==> src/rtl/uart_rx_if.sv <==
// uart_rx_if: serial line plus consumer handshake and status flags of the UART receiver.
//   master modport (receiver): takes rxd and rx_ack; drives rxdata, rx_valid, rx_busy,
//                              rx_ferr, rx_ovr, rx_perr.
//   slave modport (line/consumer side): the mirror image.
interface uart_rx_if #(
  parameter int unsigned SIZE = 8
);
  logic            rxd;
  logic [SIZE-1:0] rxdata;
  logic            rx_valid;
  logic            rx_ack;
  logic            rx_busy;
  logic            rx_ferr;
  logic            rx_ovr;
  logic            rx_perr;

  modport master (
    input  rxd, rx_ack,
    output rxdata, rx_valid, rx_busy, rx_ferr, rx_ovr, rx_perr
  );

  modport slave (
    output rxd, rx_ack,
    input  rxdata, rx_valid, rx_busy, rx_ferr, rx_ovr, rx_perr
  );
endinterface

==> src/rtl/uart_rx.sv <==
// uart_rx: UART receiver. Oversamples rxd at CLKS_PER_BIT rxc cycles per bit, samples each
// bit at its midpoint and delivers SIZE-bit words (LSB first) over a level valid/ack handshake.
// Frame: start(0), SIZE data bits, [even parity], stop(1).
// Optional feature macro: UART_RX_PARITY_EN (adds the even-parity bit and rx_perr).
// Ports:
//   rxc    - receive clock, all state on rising edge
//   rst_n  - asynchronous active-low reset
//   rx     - uart_rx_if.master: rxd in, rx_ack in, rxdata/rx_valid/rx_busy/rx_ferr/rx_ovr/rx_perr out
module uart_rx #(
  parameter int unsigned SIZE         = 8,
  parameter int unsigned CLKS_PER_BIT = 16
) (
  input  logic      rxc,
  input  logic      rst_n,
  uart_rx_if.master rx
);

  localparam int unsigned CNT_W = $clog2(CLKS_PER_BIT);
  localparam int unsigned BIT_W = $clog2(SIZE + 1);
  localparam int unsigned HALF  = CLKS_PER_BIT / 2;

  typedef enum logic [2:0] {
    S_IDLE,
    S_START,
    S_DATA,
    S_PARITY,
    S_STOP,
    S_BREAK
  } state_t;

  state_t           state;
  state_t           state_nxt;

  logic             rxd_meta;
  logic             rxd_sync;
  logic             rxd_prev;

  logic [CNT_W-1:0] cnt;
  logic [BIT_W-1:0] bit_cnt;
  logic [SIZE-1:0]  shreg;

  logic [SIZE-1:0]  rxdata_q;
  logic             valid_q;
  logic             busy_q;
  logic             ferr_q;
  logic             ovr_q;

  logic             half_tick_c;
  logic             bit_tick_c;
  logic             counting_c;
  logic             shift_en_c;
  logic             done_c;
  logic             ferr_c;

`ifdef UART_RX_PARITY_EN
  logic             par_en_c;
  logic             par_bad;
  logic             perr_q;
`endif

  // Two-flop synchroniser plus one history flop for start-edge detection
  always_ff @(posedge rxc or negedge rst_n) begin
    if (!rst_n) begin
      rxd_meta <= 1'b1;
      rxd_sync <= 1'b1;
      rxd_prev <= 1'b1;
    end else begin
      rxd_meta <= rx.rxd;
      rxd_sync <= rxd_meta;
      rxd_prev <= rxd_sync;
    end
  end

  assign half_tick_c = (cnt == CNT_W'(HALF - 1));
  assign bit_tick_c  = (cnt == CNT_W'(CLKS_PER_BIT - 1));
  assign counting_c  = (state == S_START) || (state == S_DATA) ||
                       (state == S_PARITY) || (state == S_STOP);

  // State register
  always_ff @(posedge rxc or negedge rst_n) begin
    if (!rst_n) state <= S_IDLE;
    else        state <= state_nxt;
  end

  // Next-state and per-cycle strobes
  always_comb begin
    state_nxt  = state;
    shift_en_c = 1'b0;
    done_c     = 1'b0;
    ferr_c     = 1'b0;
`ifdef UART_RX_PARITY_EN
    par_en_c   = 1'b0;
`endif
    case (state)
      S_IDLE: begin
        if (rxd_prev && !rxd_sync) state_nxt = S_START;
      end
      S_START: begin
        // A high line at mid-start is a glitch, not a frame
        if (half_tick_c) state_nxt = rxd_sync ? S_IDLE : S_DATA;
      end
      S_DATA: begin
        if (bit_tick_c) begin
          shift_en_c = 1'b1;
          if (bit_cnt == BIT_W'(SIZE - 1)) begin
`ifdef UART_RX_PARITY_EN
            state_nxt = S_PARITY;
`else
            state_nxt = S_STOP;
`endif
          end
        end
      end
`ifdef UART_RX_PARITY_EN
      S_PARITY: begin
        if (bit_tick_c) begin
          par_en_c  = 1'b1;
          state_nxt = S_STOP;
        end
      end
`endif
      S_STOP: begin
        if (bit_tick_c) begin
          if (rxd_sync) begin
            done_c    = 1'b1;
            state_nxt = S_IDLE;
          end else begin
            ferr_c    = 1'b1;
            state_nxt = S_BREAK;
          end
        end
      end
      S_BREAK: begin
        // Hold off until the line is released so a break is not read as a new start
        if (rxd_sync) state_nxt = S_IDLE;
      end
      default: state_nxt = S_IDLE;
    endcase
  end

  // Divide and bit counters restart on every state entry; divide counter reloads per bit
  always_ff @(posedge rxc or negedge rst_n) begin
    if (!rst_n) begin
      cnt     <= '0;
      bit_cnt <= '0;
    end else begin
      if (state_nxt != state || bit_tick_c) cnt <= '0;
      else if (counting_c)                  cnt <= cnt + CNT_W'(1);

      if (state_nxt != state) bit_cnt <= '0;
      else if (shift_en_c)    bit_cnt <= bit_cnt + BIT_W'(1);
    end
  end

  // Data shift register, LSB received first
  always_ff @(posedge rxc or negedge rst_n) begin
    if (!rst_n) shreg <= '0;
    else if (shift_en_c) shreg <= {rxd_sync, shreg[SIZE-1:1]};
  end

`ifdef UART_RX_PARITY_EN
  // Even parity: data bits plus parity bit must XOR to zero
  always_ff @(posedge rxc or negedge rst_n) begin
    if (!rst_n) begin
      par_bad <= 1'b0;
      perr_q  <= 1'b0;
    end else begin
      if (par_en_c) par_bad <= (^shreg) ^ rxd_sync;
      perr_q <= done_c & par_bad;
    end
  end
  assign rx.rx_perr = perr_q;
`else
  assign rx.rx_perr = 1'b0;
`endif

  // Consumer handshake, overrun tracking and status outputs
  always_ff @(posedge rxc or negedge rst_n) begin
    if (!rst_n) begin
      rxdata_q <= '0;
      valid_q  <= 1'b0;
      ovr_q    <= 1'b0;
      busy_q   <= 1'b0;
      ferr_q   <= 1'b0;
    end else begin
      ferr_q <= ferr_c;
      busy_q <= (state_nxt != S_IDLE);
      if (done_c) begin
        if (!valid_q || rx.rx_ack) begin
          rxdata_q <= shreg;
          valid_q  <= 1'b1;
          if (rx.rx_ack) ovr_q <= 1'b0;
        end else begin
          ovr_q <= 1'b1;
        end
      end else if (valid_q && rx.rx_ack) begin
        valid_q <= 1'b0;
        ovr_q   <= 1'b0;
      end
    end
  end

  assign rx.rxdata   = rxdata_q;
  assign rx.rx_valid = valid_q;
  assign rx.rx_busy  = busy_q;
  assign rx.rx_ferr  = ferr_q;
  assign rx.rx_ovr   = ovr_q;

endmodule

==> src/flat_wrapper.sv <==
// flat-port wrapper written by rule: the top's interface ports become plain ports
module uart_rx_flat 
#(
  parameter int unsigned SIZE         = 8,
  parameter int unsigned CLKS_PER_BIT = 16
)
  (rxc, rst_n, rx_rxd, rx_rx_ack, rx_rxdata, rx_rx_valid, rx_rx_busy, rx_rx_ferr, rx_rx_ovr, rx_rx_perr);
  uart_rx_if #(.SIZE(SIZE)) rx_i ();
  input  logic rxc;
  input  logic rst_n;
  input wire logic [$bits(rx_i.rxd)-1:0] rx_rxd;
  input wire logic [$bits(rx_i.rx_ack)-1:0] rx_rx_ack;
  output wire logic [$bits(rx_i.rxdata)-1:0] rx_rxdata;
  output wire logic [$bits(rx_i.rx_valid)-1:0] rx_rx_valid;
  output wire logic [$bits(rx_i.rx_busy)-1:0] rx_rx_busy;
  output wire logic [$bits(rx_i.rx_ferr)-1:0] rx_rx_ferr;
  output wire logic [$bits(rx_i.rx_ovr)-1:0] rx_rx_ovr;
  output wire logic [$bits(rx_i.rx_perr)-1:0] rx_rx_perr;
  assign rx_i.rxd = rx_rxd;
  assign rx_i.rx_ack = rx_rx_ack;
  assign rx_rxdata = rx_i.rxdata;
  assign rx_rx_valid = rx_i.rx_valid;
  assign rx_rx_busy = rx_i.rx_busy;
  assign rx_rx_ferr = rx_i.rx_ferr;
  assign rx_rx_ovr = rx_i.rx_ovr;
  assign rx_rx_perr = rx_i.rx_perr;
  uart_rx #(.SIZE(SIZE), .CLKS_PER_BIT(CLKS_PER_BIT)) u_core (.rxc(rxc), .rst_n(rst_n), .rx(rx_i));
endmodule
==> config.mk <==
export PLATFORM = sky130hd
export DESIGN_NAME = uart_rx_flat
export DESIGN_NICKNAME = d
export VERILOG_FILES = /design/src/rtl/uart_rx_if.sv /design/src/rtl/uart_rx.sv /design/src/flat_wrapper.sv
export SDC_FILE = /design/constraint.sdc
export NUM_CORES = 1
export LEC_CHECK = 0
export ABC_AREA = 1
export BUFFER_PORTS_ARGS = -buffer_cell sky130_fd_sc_hd__clkbuf_2
export CELL_PAD_IN_SITES_DETAIL_PLACEMENT = 0
export CELL_PAD_IN_SITES_GLOBAL_PLACEMENT = 1
export CORE_MARGIN = 4
export CORE_UTILIZATION = 35
export CTS_CLUSTER_DIAMETER = 30
export DETAILED_ROUTE_END_ITERATION = 8
export GPL_ROUTABILITY_DRIVEN = 0
export PLACE_DENSITY = 0.7
export RECOVER_POWER = 50
export SLEW_MARGIN = 20
export SYNTH_ARGS = -nofsm -noshare
export SYNTH_HDL_FRONTEND = slang
export SYNTH_SLANG_ARGS = --single-unit
==> constraint.sdc <==
create_clock -name rxc -period 2 [get_ports rxc]
set_clock_uncertainty 0.1 [all_clocks]
set_input_delay 0.4 -clock rxc [delete_from_list [all_inputs] [get_ports rxc]]
set_output_delay 0.4 -clock rxc [all_outputs]
set_load 0.1 [all_outputs]
==> run metrics, run 1 <==
status=finished clean; Pre-Repair DR Iteration Count=4; TritonCTS clock tree=built; max_slew headroom=43.85%; Layout Utilization=43.60%; most crowded layer after global routing=met2; asr flop ratio synth=100.0%; TritonCTS Sinks=34; worst hold endpoint=u_core.rxd_meta$_DFF_PN1_; Static Leak=just over 0.9 nW; pwr dens=1034 nW/µm²; Hold Path Depth=1; DP Wirelength=approximately 2.1 mm; Vias=about 1100; Period Utilization, post-route=between 90% and 100%; cell count after synthesis=between 150 and 200; unrepaired setup endpoints after global routing=false; die height=about 74 µm; Vias per Instance=4.609; antenna violations before repair=0; Die X=74.47 µm; nature of the critical path startpoint=flip-flop; FF-to-FF End=u_core.cnt[3]$_DFFE_PN0P_; H-tree Lvls=2; Initial Util=a little under two fifths; number of remaining DRC errors=0; Tightest Pin Transition=0.8423 ns; first-pass GRT wire length=between 5 and 6 mm; Starting DRT DRC Count=40; final WL=2.892 mm; Global Route Usage Sum=between 10% and 20%; fmax=550.9 MHz; met3 usage=about 4.3%; Clock power frac=34.7%; number of CTS-inserted buffers=5; area delta synth->final=16.83%; final setup violation count=0; reg2reg start=u_core.cnt[0]$_DFFE_PN0P_; Ports=17; # diodes=0; Final Slew Violations=0; Gate power share=between 20% and 30%; P_sw=approximately 0.00059 W; Worst Path Arrival=around 1.9 ns; sequential power share=between 40% and 50%; number of synthesized register bits=34; Post-Syn Area=~1500 µm²; total grt overflow=0; syn nets=181; DRT antenna net count=0; Unique masters post-synth=29; clock buffer depth=2; wire per inst=11.66 µm; number of enable flip-flop cells after synthesis=0; Mean Syn Cell Area=between 8 and 9 µm²; cell-internal power=roughly 0.0013 W; crit-path max FO=5; core area=between 4000 and 5000 µm²; CP endpoint kind=flip-flop; crit path time final=around 1.8 ns; yosys warns=0; number of port buffers=15; Setup TNS=0 ns; critical path class=reg -> reg; FF-to-FF path depth=10; share of post-route cells with drive strength above 1=between 20 and 25%; Fill cells=420; Critical Path RT=roughly 2.1 ns; min-delay src=rx_rxd; R2R Setup Slk=about 0.18 ns; Fin. Hold Viols=0; Seq/Total Area, Yosys=between 50 and 60%; vias in the first global route=1163; most used flip-flop cell after synthesis=dfrtp_1; design area=1807 µm²; root buffer cell=clkbuf_8; Clk Latency, worst-skew pair=about 0.28 ns; Worst Hold Class=in -> reg; Rows=23; largest net degree at the start of global routing=35; Peak VDD IR=about 630 µV; Die Footprint=about 5500 µm²; Sw Ratio=around a third; met2 usage=between 10% and 20%; M1 GR Usage=between 10% and 20%; MaxCap Viol Count=0; Worst-path clk slew=roughly 0.07 ns; dpl cell area=about 1700 µm²; final net count=approximately 200
-- per-layer routing --
layer  vias up  share of wire, %
li1        584                 -
met5         -                 0
met4         0              0.80
met3         4               4.9
met2        20                47
met1       535                47
-- metrics by stage --
stage	cells	worst slack (ns)	power, W	hold WS, ns
6_report	248	0.1849	0.001868	0.1037
5_1_grt	248	0.03858	0.001984	0.09343
4_1_cts	248	0.1867	0.001899	0.09517
3_5_place_dp	239	0.2108	0.001238	0.2473
3_3_place_gp	239	0.2575	0.001226	0.2481
2_1_floorplan	175	0.2681	0.001141	0.004409
-- synthesized netlist by cell type (2+ instances only) --
library cell,number,share of area [%]
a21oi_2,2,1.1
dfrtp_1,31,50
nand3_2,2,1.3
o21ai_0,12,3.9
nand2_1,38,9.2
inv_1,23,5.6
nor2_2,4,1.6
xor2_1,3,1.7
ha_1,2,1.6
o21ai_1,8,2.6
dfstp_2,3,5.1
nand2_2,2,0.81
inv_2,7,1.7
nand4_1,4,1.6
nand3_1,5,1.6
nor2_1,16,3.9
-- power groups by stage --
stage	clock network, W	registers (W)	logic, W
after detailed placement	0	0.000819	0.000419
after global placement	0	0.000817	0.000409
after global routing	0.000697	0.000817	0.000470
after CTS	0.000670	0.000808	0.000421
final	0.000648	0.000807	0.000412
after floorplan	0	0.000869	0.000272
-- worst max-delay path: stages, from the launching register on --
cell	delay, ns
dfrtp_1	0.40
ha_1	0.27
nand3_2	0.15
inv_2	0.06
nand2_1	0.06
nand3b_1	0.10
nand2_1	0.10
inv_2	0.05
nor3_4	0.22
nand2_2	0.11
nor2_1	0.12
-- cell families after synthesis --
group                    share of synthesized area [%]
AND/OR/NAND/NOR                                  22.65
XOR/XNOR                                         2.266
other                                           0.2425
buffers and inverters                            9.061
AO/OA/AOI/OAI                                    8.900
adder cells (fa/ha/maj)                          1.618
flip-flops                                       55.26
-- worst max path at each step --
stage / startpoint / to / slack (ns) / cells past startpoint
final: u_core.cnt[0]$_DFFE_PN0P_ / u_core.cnt[3]$_DFFE_PN0P_ / 0.18 / 10
after floorplan: u_core.rx.rx_valid$_DFFE_PN0P_ / u_core.rx.rxdata[5]$_DFFE_PN0P_ / 0.27 / 6
after global routing: u_core.cnt[0]$_DFFE_PN0P_ / u_core.cnt[1]$_DFFE_PN0P_ / 0.04 / 10
after global placement: u_core.cnt[0]$_DFFE_PN0P_ / u_core.cnt[0]$_DFFE_PN0P_ / 0.26 / 10
after CTS: u_core.cnt[0]$_DFFE_PN0P_ / u_core.cnt[0]$_DFFE_PN0P_ / 0.19 / 10
after detailed placement: u_core.cnt[0]$_DFFE_PN0P_ / u_core.cnt[0]$_DFFE_PN0P_ / 0.21 / 10
-- sequential cells by signal, indices dropped and copies added (netlist names) --
register and count:
u_core.rxd_meta 1, u_core.cnt 4, u_core.bit_cnt 4, u_core.rxd_prev 1
u_core.rx.rx_busy 1, u_core.rx.rxdata 8, u_core.state 3, u_core.rx.rx_ovr 1
u_core.rxd_sync 1, u_core.rx.rx_ferr 1, u_core.rx.rx_valid 1, u_core.shreg 8
-- cell usage in the layout, fill, tap and decap left out, drive strengths merged --
| cell | netlist | final |
|---|---|---|
| clkbuf | 1 | 23 |
| inv | 30 | 30 |
| a21oi | 3 | 3 |
| nor2 | 20 | 20 |
| dfrtp | 31 | 31 |
| or2 | 1 | 1 |
| nand2 | 40 | 40 |
| bufinv | 0 | 1 |
| buf | 3 | 2 |
| nand4 | 4 | 4 |
| xnor2 | 1 | 1 |
| nand3 | 7 | 7 |
| o21ai | 20 | 20 |
| o2111ai | 1 | 1 |
| a31oi | 1 | 1 |
| ha | 2 | 2 |
| dfstp | 3 | 3 |
| nor3 | 2 | 2 |
| conb | 1 | 1 |
| dlygate4sd3 | 0 | 1 |
| nand3b | 1 | 1 |
| xor2 | 3 | 3 |
-- area by class of cell --
| class | count | area, µm² | share of cell area, % |
|---|---|---|---|
| flip-flops and latches | 34 | 855.8 | 47.37 |
| multi-input cells | 107 | 554.3 | 30.68 |
| inverters | 30 | 112.6 | 6.233 |
| repair buffers | 19 | 105.1 | 5.817 |
| clock buffers | 7 | 86.33 | 4.778 |
| well taps | 50 | 62.56 | 3.463 |
| clock inverters | 1 | 30.03 | 1.662 |
-- repair_timing --
| action | 4_1_cts | 5_1_grt |
|---|---|---|
| endpoints found under the setup margin | 0 | 4 |
| gates resized for setup | 0 | 1 |
| hold buffers | 1 | 0 |
| buffers inserted | 0 | 0 |
| endpoints found under the hold margin | 31 | 0 |
Power figures use the tool's default switching activity.
==> inputs of run 2 (changes only) <==
Settings changed: CAP_MARGIN from default to 25, CORE_UTILIZATION 35 to 43, CTS_CLUSTER_DIAMETER 30 to 40, PLACE_DENSITY 0.7 to 0.82.
==> run 2 against run 1 <==
Sequential cell count unchanged. Setup slack improved by 0.036 ns. Design area decreased by 1.5%. Via count increased by 0.17%. Largest power group unchanged. First-iteration DRC count increased by 23%. Critical path type unchanged. Sequential share of layout area increased by 0.70 points. Non-clock buffer count increased by 1.
==> run metrics, run 2 (synthesized netlist as in run 1, its figures left out) <==
# diodes=0 (unchanged); commonest non-fill, non-tap cells in the layout=38 x nand2_1, 30 x dfrtp_1, 23 x inv_1 (was 37 x nand2_1, 30 x dfrtp_1, 23 x inv_1); max_slew headroom=57.37% (was 43.85%); Die Footprint=4620 µm² (was 5546 µm²); Final Slew Violations=0 (unchanged); commonest non-fill, non-tap cell in the layout=nand2_1 (unchanged); crit path buf inv count=1 (was 2); Die X=67.97 µm (was 74.47 µm); CP max-delay cell=dfrtp_1 (unchanged); clock buffer depth=2 (unchanged); CP delay by family, top=simple AND/OR/NAND/NOR gates (unchanged); Peak VDD IR=770.6 µV (was 633.5 µV); Worst-path clk slew=0.09 ns (was 0.07 ns); design area=1780 µm² (was 1807 µm²); crit path cell chain=ha_1 > nand3_2 > inv_2 > nand3_1 > a31oi_2 > nor3_4 > nand2_2 > nor3_2 (was ha_1 > nand3_2 > inv_2 > nand2_1 > nand3b_1 > nand2_1 > inv_2 > nor3_4 > nand2_2 > nor2_1); Hold WS=0.05462 ns (was 0.1037 ns); fmax=562.0 MHz (was 550.9 MHz); die height=67.97 µm (was 74.47 µm); final WL=2.750 mm (was 2.892 mm); status=finished clean (unchanged); share of post-route cells with drive strength above 1=24.62% (was 24.75%); number of CTS-inserted buffers=5 (unchanged); Fin. Hold Viols=0 (unchanged); first-pass GRT wire length=5.154 mm (was 5.181 mm); Critical Path RT=2.15 ns (was 2.11 ns); TritonCTS clock tree=built (unchanged); Setup TNS=0 ns (unchanged); total grt overflow=0 (unchanged); Rows=21 (was 23); antenna violations before repair=0 (unchanged); dpl cell area=1683 µm² (was 1693 µm²); number of remaining DRC errors=0 (unchanged); area delta synth->final=15.13% (was 16.83%); crit-path max FO=5 (unchanged); root buffer cell=clkbuf_4 (was clkbuf_8); Static Leak=0.8952 nW (was 0.9071 nW); CP endpoint kind=flip-flop (unchanged); wire per inst=11.22 µm (was 11.66 µm); vias in the first global route=1196 (was 1163); Vias per Instance=4.673 (was 4.609); TritonCTS Sinks=34 (unchanged); Initial Util=45.27% (was 37.32%); critical path class=reg -> reg (unchanged); final setup violation count=0 (unchanged); Worst Hold Class=in -> reg (unchanged); Starting DRT DRC Count=49 (was 40); core area=3416 µm² (was 4144 µm²); pwr dens=977.8 nW/µm² (was 1034 nW/µm²); H-tree Lvls=2 (unchanged); crit path time final=1.779 ns (was 1.815 ns); final net count=204 (was 203); MaxCap Viol Count=0 (unchanged); Period Utilization, post-route=88.96% (was 90.76%); largest stage delay on the critical path=0.41 ns (was 0.40 ns); Global Route Usage Sum=15.39% (was 12.34%); largest net degree at the start of global routing=28 (was 35); Vias=1145 (was 1143); Ports=17 (unchanged); Fill cells=335 (was 420); unrepaired setup endpoints after global routing=false (unchanged); nature of the critical path startpoint=flip-flop (unchanged); DP Wirelength=2.089 mm (was 2.112 mm); postcts setup bufs=0 (unchanged); DRT antenna net count=0 (unchanged); Clk Latency, worst-skew pair=0.33 ns (was 0.28 ns); footprint of the multi-input gates=558.0 µm² (was 554.3 µm²); Pre-Repair DR Iteration Count=4 (unchanged); register area=855.8 µm² (unchanged); Worst Path Arrival=1.93 ns (was 1.92 ns); number of port buffers=15 (unchanged); Tightest Pin Transition=0.6395 ns (was 0.8423 ns)
==> run 2: cell count changes in the layout (fill, tap and decap cells not counted), sizes merged <==
cell  before  now
buf        2    3
==> run 2: metal layers <==
layer | vias up | track usage [%] | part of all wire, %
li1 | 592 | - | -
met1 | 525 | 18.34 | 45
met2 | 23 | 25.51 | 48
met3 | 5 | 4.926 | 5.3
met4 | 0 | 6.452 | 1.8
met5 | - | 0 | 0
==> run 2: per-stage QoR <==
stage / util [%] / cells / setup slack [ns] / total power, W
2_1_floorplan: - / 175 / 0.2681 / 0.001141
3_3_place_gp: 49.27 / 236 / 0.2606 / 0.001213
3_5_place_dp: 49.27 / 236 / 0.1898 / 0.001235
4_1_cts: 52.05 / 245 / 0.1644 / 0.001758
5_1_grt: 52.12 / 245 / 0.004496 / 0.001864
6_report: 52.12 / 245 / 0.2207 / 0.001741
==> run 2: worst paths after layout <==
| check | cells past startpoint | endpoint | start | slack (ns) |
|---|---|---|---|---|
| hold / removal | 1 | u_core.rxd_meta$_DFF_PN1_ | rx_rxd | 0.05 |
| min in group asynchronous | 2 | u_core.rx.rxdata[4]$_DFFE_PN0P_ | rst_n | 0.51 |
| setup / recovery | 8 | u_core.cnt[0]$_DFFE_PN0P_ | u_core.cnt[0]$_DFFE_PN0P_ | 0.22 |
| setup reg to reg | 8 | u_core.cnt[0]$_DFFE_PN0P_ | u_core.cnt[0]$_DFFE_PN0P_ | 0.22 |
| max in group asynchronous | 3 | u_core.bit_cnt[3]$_DFFE_PN0P_ | rst_n | 0.52 |
| hold reg to reg | 0 | u_core.rxd_sync$_DFF_PN1_ | u_core.rxd_meta$_DFF_PN1_ | 0.27 |
==> run 2: timing repair <==
action / 4_1_cts / 5_1_grt
resized for setup: 0 / 1
setup endpoints to repair: 0 / 1
hold endpoints to repair: 23 / 0
hold buffers: 1 / 0
==> run 2: report_power, final <==
| part | switching [W] | internal [W] | total [W] | leakage, nW |
|---|---|---|---|---|
| logic | 0.000289 | 0.000132 | 0.000421 | 0.398 |
| registers | 0.0000608 | 0.000747 | 0.000807 | 0.451 |
| clock network | 0.000214 | 0.000298 | 0.000513 | 0.0455 |
==> run 2: cell type report <==
cell class,count,area share (%)
Clock buffer,7,3.092
Clock inverter,1,1.687
Inverter,30,6.325
Multi-Input combinational cell,107,31.34
Sequential cell,34,48.07
Tap cell,46,3.233
Timing Repair Buffer,20,6.254
==> run 2: worst reg2reg max path: stages, from the launching register on <==
cell and delay, ns:
dfrtp_1 0.41, ha_1 0.25, nand3_2 0.14, inv_2 0.06, nand3_1 0.12, a31oi_2 0.14, nor3_4 0.24, nand2_2 0.11
nor3_2 0.13
==> inputs of run 3 (changes only) <==
Settings changed: CORE_UTILIZATION 43 to 46, PLACE_DENSITY 0.82 to 0.87.
Clock period 2 ns to 2.31 ns, I/O delays scaled along.
==> run 3 against run 2 <==
The flow now finishes with violations (capacitance limit, slew limit). Routed wire length down 5.6%. Via count down 0.70%. Sequential cell count unchanged. Largest power group unchanged. Critical path type unchanged. Die area down 5.8%. Register-to-register slack better by 0.20 ns. Maximum frequency down 5.8%. Sequential share of layout area up 1.2 points.
==> run metrics, run 3 (synthesized netlist as in run 1, its figures left out) <==
Gate power share=23.3% (was 24.2%); Die Footprint=4353 µm² (was 4620 µm²); dpl cell area=1657 µm² (was 1683 µm²); H-tree Lvls=2 (unchanged); pwr dens=860.4 nW/µm² (was 977.8 nW/µm²); CP endpoint kind=flip-flop (unchanged); Global Route Usage Sum=13.62% (was 15.39%); TritonCTS Sinks=34 (unchanged); MaxCap Viol Count=1 (was 0); Layout Utilization=55.48% (was 52.12%); cell-internal power=0.001011 W (was 0.001177 W); status=finished, violations left (was finished clean); Pre-Repair DR Iteration Count=4 (unchanged); Die X=65.98 µm (was 67.97 µm); wire per inst=10.87 µm (was 11.22 µm); final WL=2.597 mm (was 2.750 mm); Sw Ratio=32.26% (was 32.40%); fmax=529.7 MHz (was 562.0 MHz); Critical Path RT=2.47 ns (was 2.15 ns); # diodes=0 (unchanged); Peak VDD IR=504.2 µV (was 770.6 µV); Vias per Instance=4.757 (was 4.673); Clk Latency, worst-skew pair=0.34 ns (was 0.33 ns); Vias=1137 (was 1145); vias in the first global route=1081 (was 1196); P_sw=0.0004816 W (was 0.0005641 W); Fin. Hold Viols=0 (unchanged); Rows=20 (was 21); Worst Hold Class=in -> reg (unchanged); Ports=17 (unchanged); sequential power share=46.6% (was 46.4%); design area=1735 µm² (was 1780 µm²); number of remaining DRC errors=0 (unchanged); crit-path max FO=5 (unchanged); total grt overflow=0 (unchanged); Static Leak=0.8811 nW (was 0.8952 nW); root buffer cell=clkbuf_4 (unchanged); critical path class=reg -> reg (unchanged); antenna violations before repair=0 (unchanged); nature of the critical path startpoint=flip-flop (unchanged); Worst Path Arrival=2.05 ns (was 1.93 ns); Hold WS=0.09772 ns (was 0.05462 ns); max_slew headroom=-14.34% (was 57.37%); first-pass GRT wire length=4.471 mm (was 5.154 mm); Starting DRT DRC Count=52 (was 49); Final Slew Violations=35 (was 0); DRT antenna net count=0 (unchanged); postcts setup bufs=0 (unchanged); Period Utilization, post-route=81.72% (was 88.96%); Resized Gates After CTS=0 (unchanged); Initial Util=49.44% (was 45.27%); largest net degree at the start of global routing=35 (was 28); Post-Place Cells=231 (was 236); final setup violation count=0 (unchanged); core area=3128 µm² (was 3416 µm²); commonest non-fill, non-tap cells in the layout=38 x nand2_1, 31 x dfrtp_1, 24 x inv_1 (was 38 x nand2_1, 30 x dfrtp_1, 23 x inv_1); Setup TNS=0 ns (unchanged); unrepaired setup endpoints after global routing=false (unchanged); Worst-path clk slew=0.09 ns (about the same); final net count=200 (was 204); # hold bufs at CTS=0 (was 1); crit path time final=1.888 ns (was 1.779 ns); DP Wirelength=1.908 mm (was 2.089 mm); Clock power frac=30.1% (was 29.5%); share of post-route cells with drive strength above 1=21.54% (was 24.62%); Tightest Pin Transition=1.715 ns (was 0.6395 ns); failing checks=capacitance limit, slew limit; clock buffer depth=2 (unchanged); TritonCTS clock tree=built (unchanged); number of CTS-inserted buffers=5 (unchanged); area delta synth->final=12.22% (was 15.13%); commonest non-fill, non-tap cell in the layout=nand2_1 (unchanged); number of port buffers=15 (unchanged); die height=65.98 µm (was 67.97 µm); Post-Layout Cell Count=239 (was 245)
run 3: changes by cell type in the layout (fill, tap and decap cells not counted), sizes merged:
cell / previous run / this run
dlygate4sd3: 1 / 0
clkbuf: 23 / 22
buf: 3 / 1
run 3: layer usage:
| layer | global-route usage (%) | part of all wire, % |
|---|---|---|
| met4 | 7.360 | 2.0 |
| met5 | 0 | 0 |
| met1 | 15.96 | 46 |
| met2 | 22.28 | 47 |
| met3 | 4.082 | 5.4 |
run 3: cell type report:
cell class | instances | area (µm²)
Multi-Input combinational cell | 107 | 546.8
Clock buffer | 7 | 55.05
Clock inverter | 1 | 30.03
Inverter | 30 | 112.6
Timing Repair Buffer | 16 | 81.33
Tap cell | 44 | 55.05
Fill cell | 290 | 1393
Sequential cell | 34 | 854.6
run 3: critical path, cell delays in order, from the launching register on:
cell,delay [ns]
dfrtp_1,0.41
ha_1,0.25
nand3_1,0.19
inv_1,0.11
nand2_1,0.08
nand3b_1,0.10
nand2_1,0.10
inv_2,0.05
nor3_4,0.21
nand2_2,0.11
nor3_2,0.11
run 3: path summary, 6_finish.rpt:
check                                          start                               to  slack (ns)  cells past startpoint
max                        u_core.cnt[0]$_DFFE_PN0P_        u_core.cnt[0]$_DFFE_PN0P_        0.42                     10
min                                           rx_rxd        u_core.rxd_meta$_DFF_PN1_         0.1                      1
max reg2reg                u_core.cnt[0]$_DFFE_PN0P_        u_core.cnt[0]$_DFFE_PN0P_        0.42                     10
min reg2reg                u_core.rxd_meta$_DFF_PN1_        u_core.rxd_sync$_DFF_PN1_        0.27                      0
max in group asynchronous                      rst_n        u_core.cnt[1]$_DFFE_PN0P_        0.66                      1
min in group asynchronous                      rst_n  u_core.rx.rxdata[1]$_DFFE_PN0P_        0.46                      1
run 3: per-stage QoR:
step / setup slack [ns] / total power [W]
6_report: 0.4222 / 0.001493
5_1_grt: 0.1930 / 0.001578
4_1_cts: 0.4715 / 0.001517
3_5_place_dp: 0.4860 / 0.001063
3_3_place_gp: 0.5470 / 0.001049
2_1_floorplan: 0.2979 / 0.0009877
run 3: power groups by stage:
stage / logic, W / clock network (W) / registers (W)
CTS: 0.000354 / 0.000464 / 0.000699
global placement: 0.000343 / 0 / 0.000706
floorplan: 0.000235 / 0 / 0.000752
detailed placement: 0.000353 / 0 / 0.000710
global route: 0.000389 / 0.000484 / 0.000705
finish: 0.000348 / 0.000449 / 0.000696
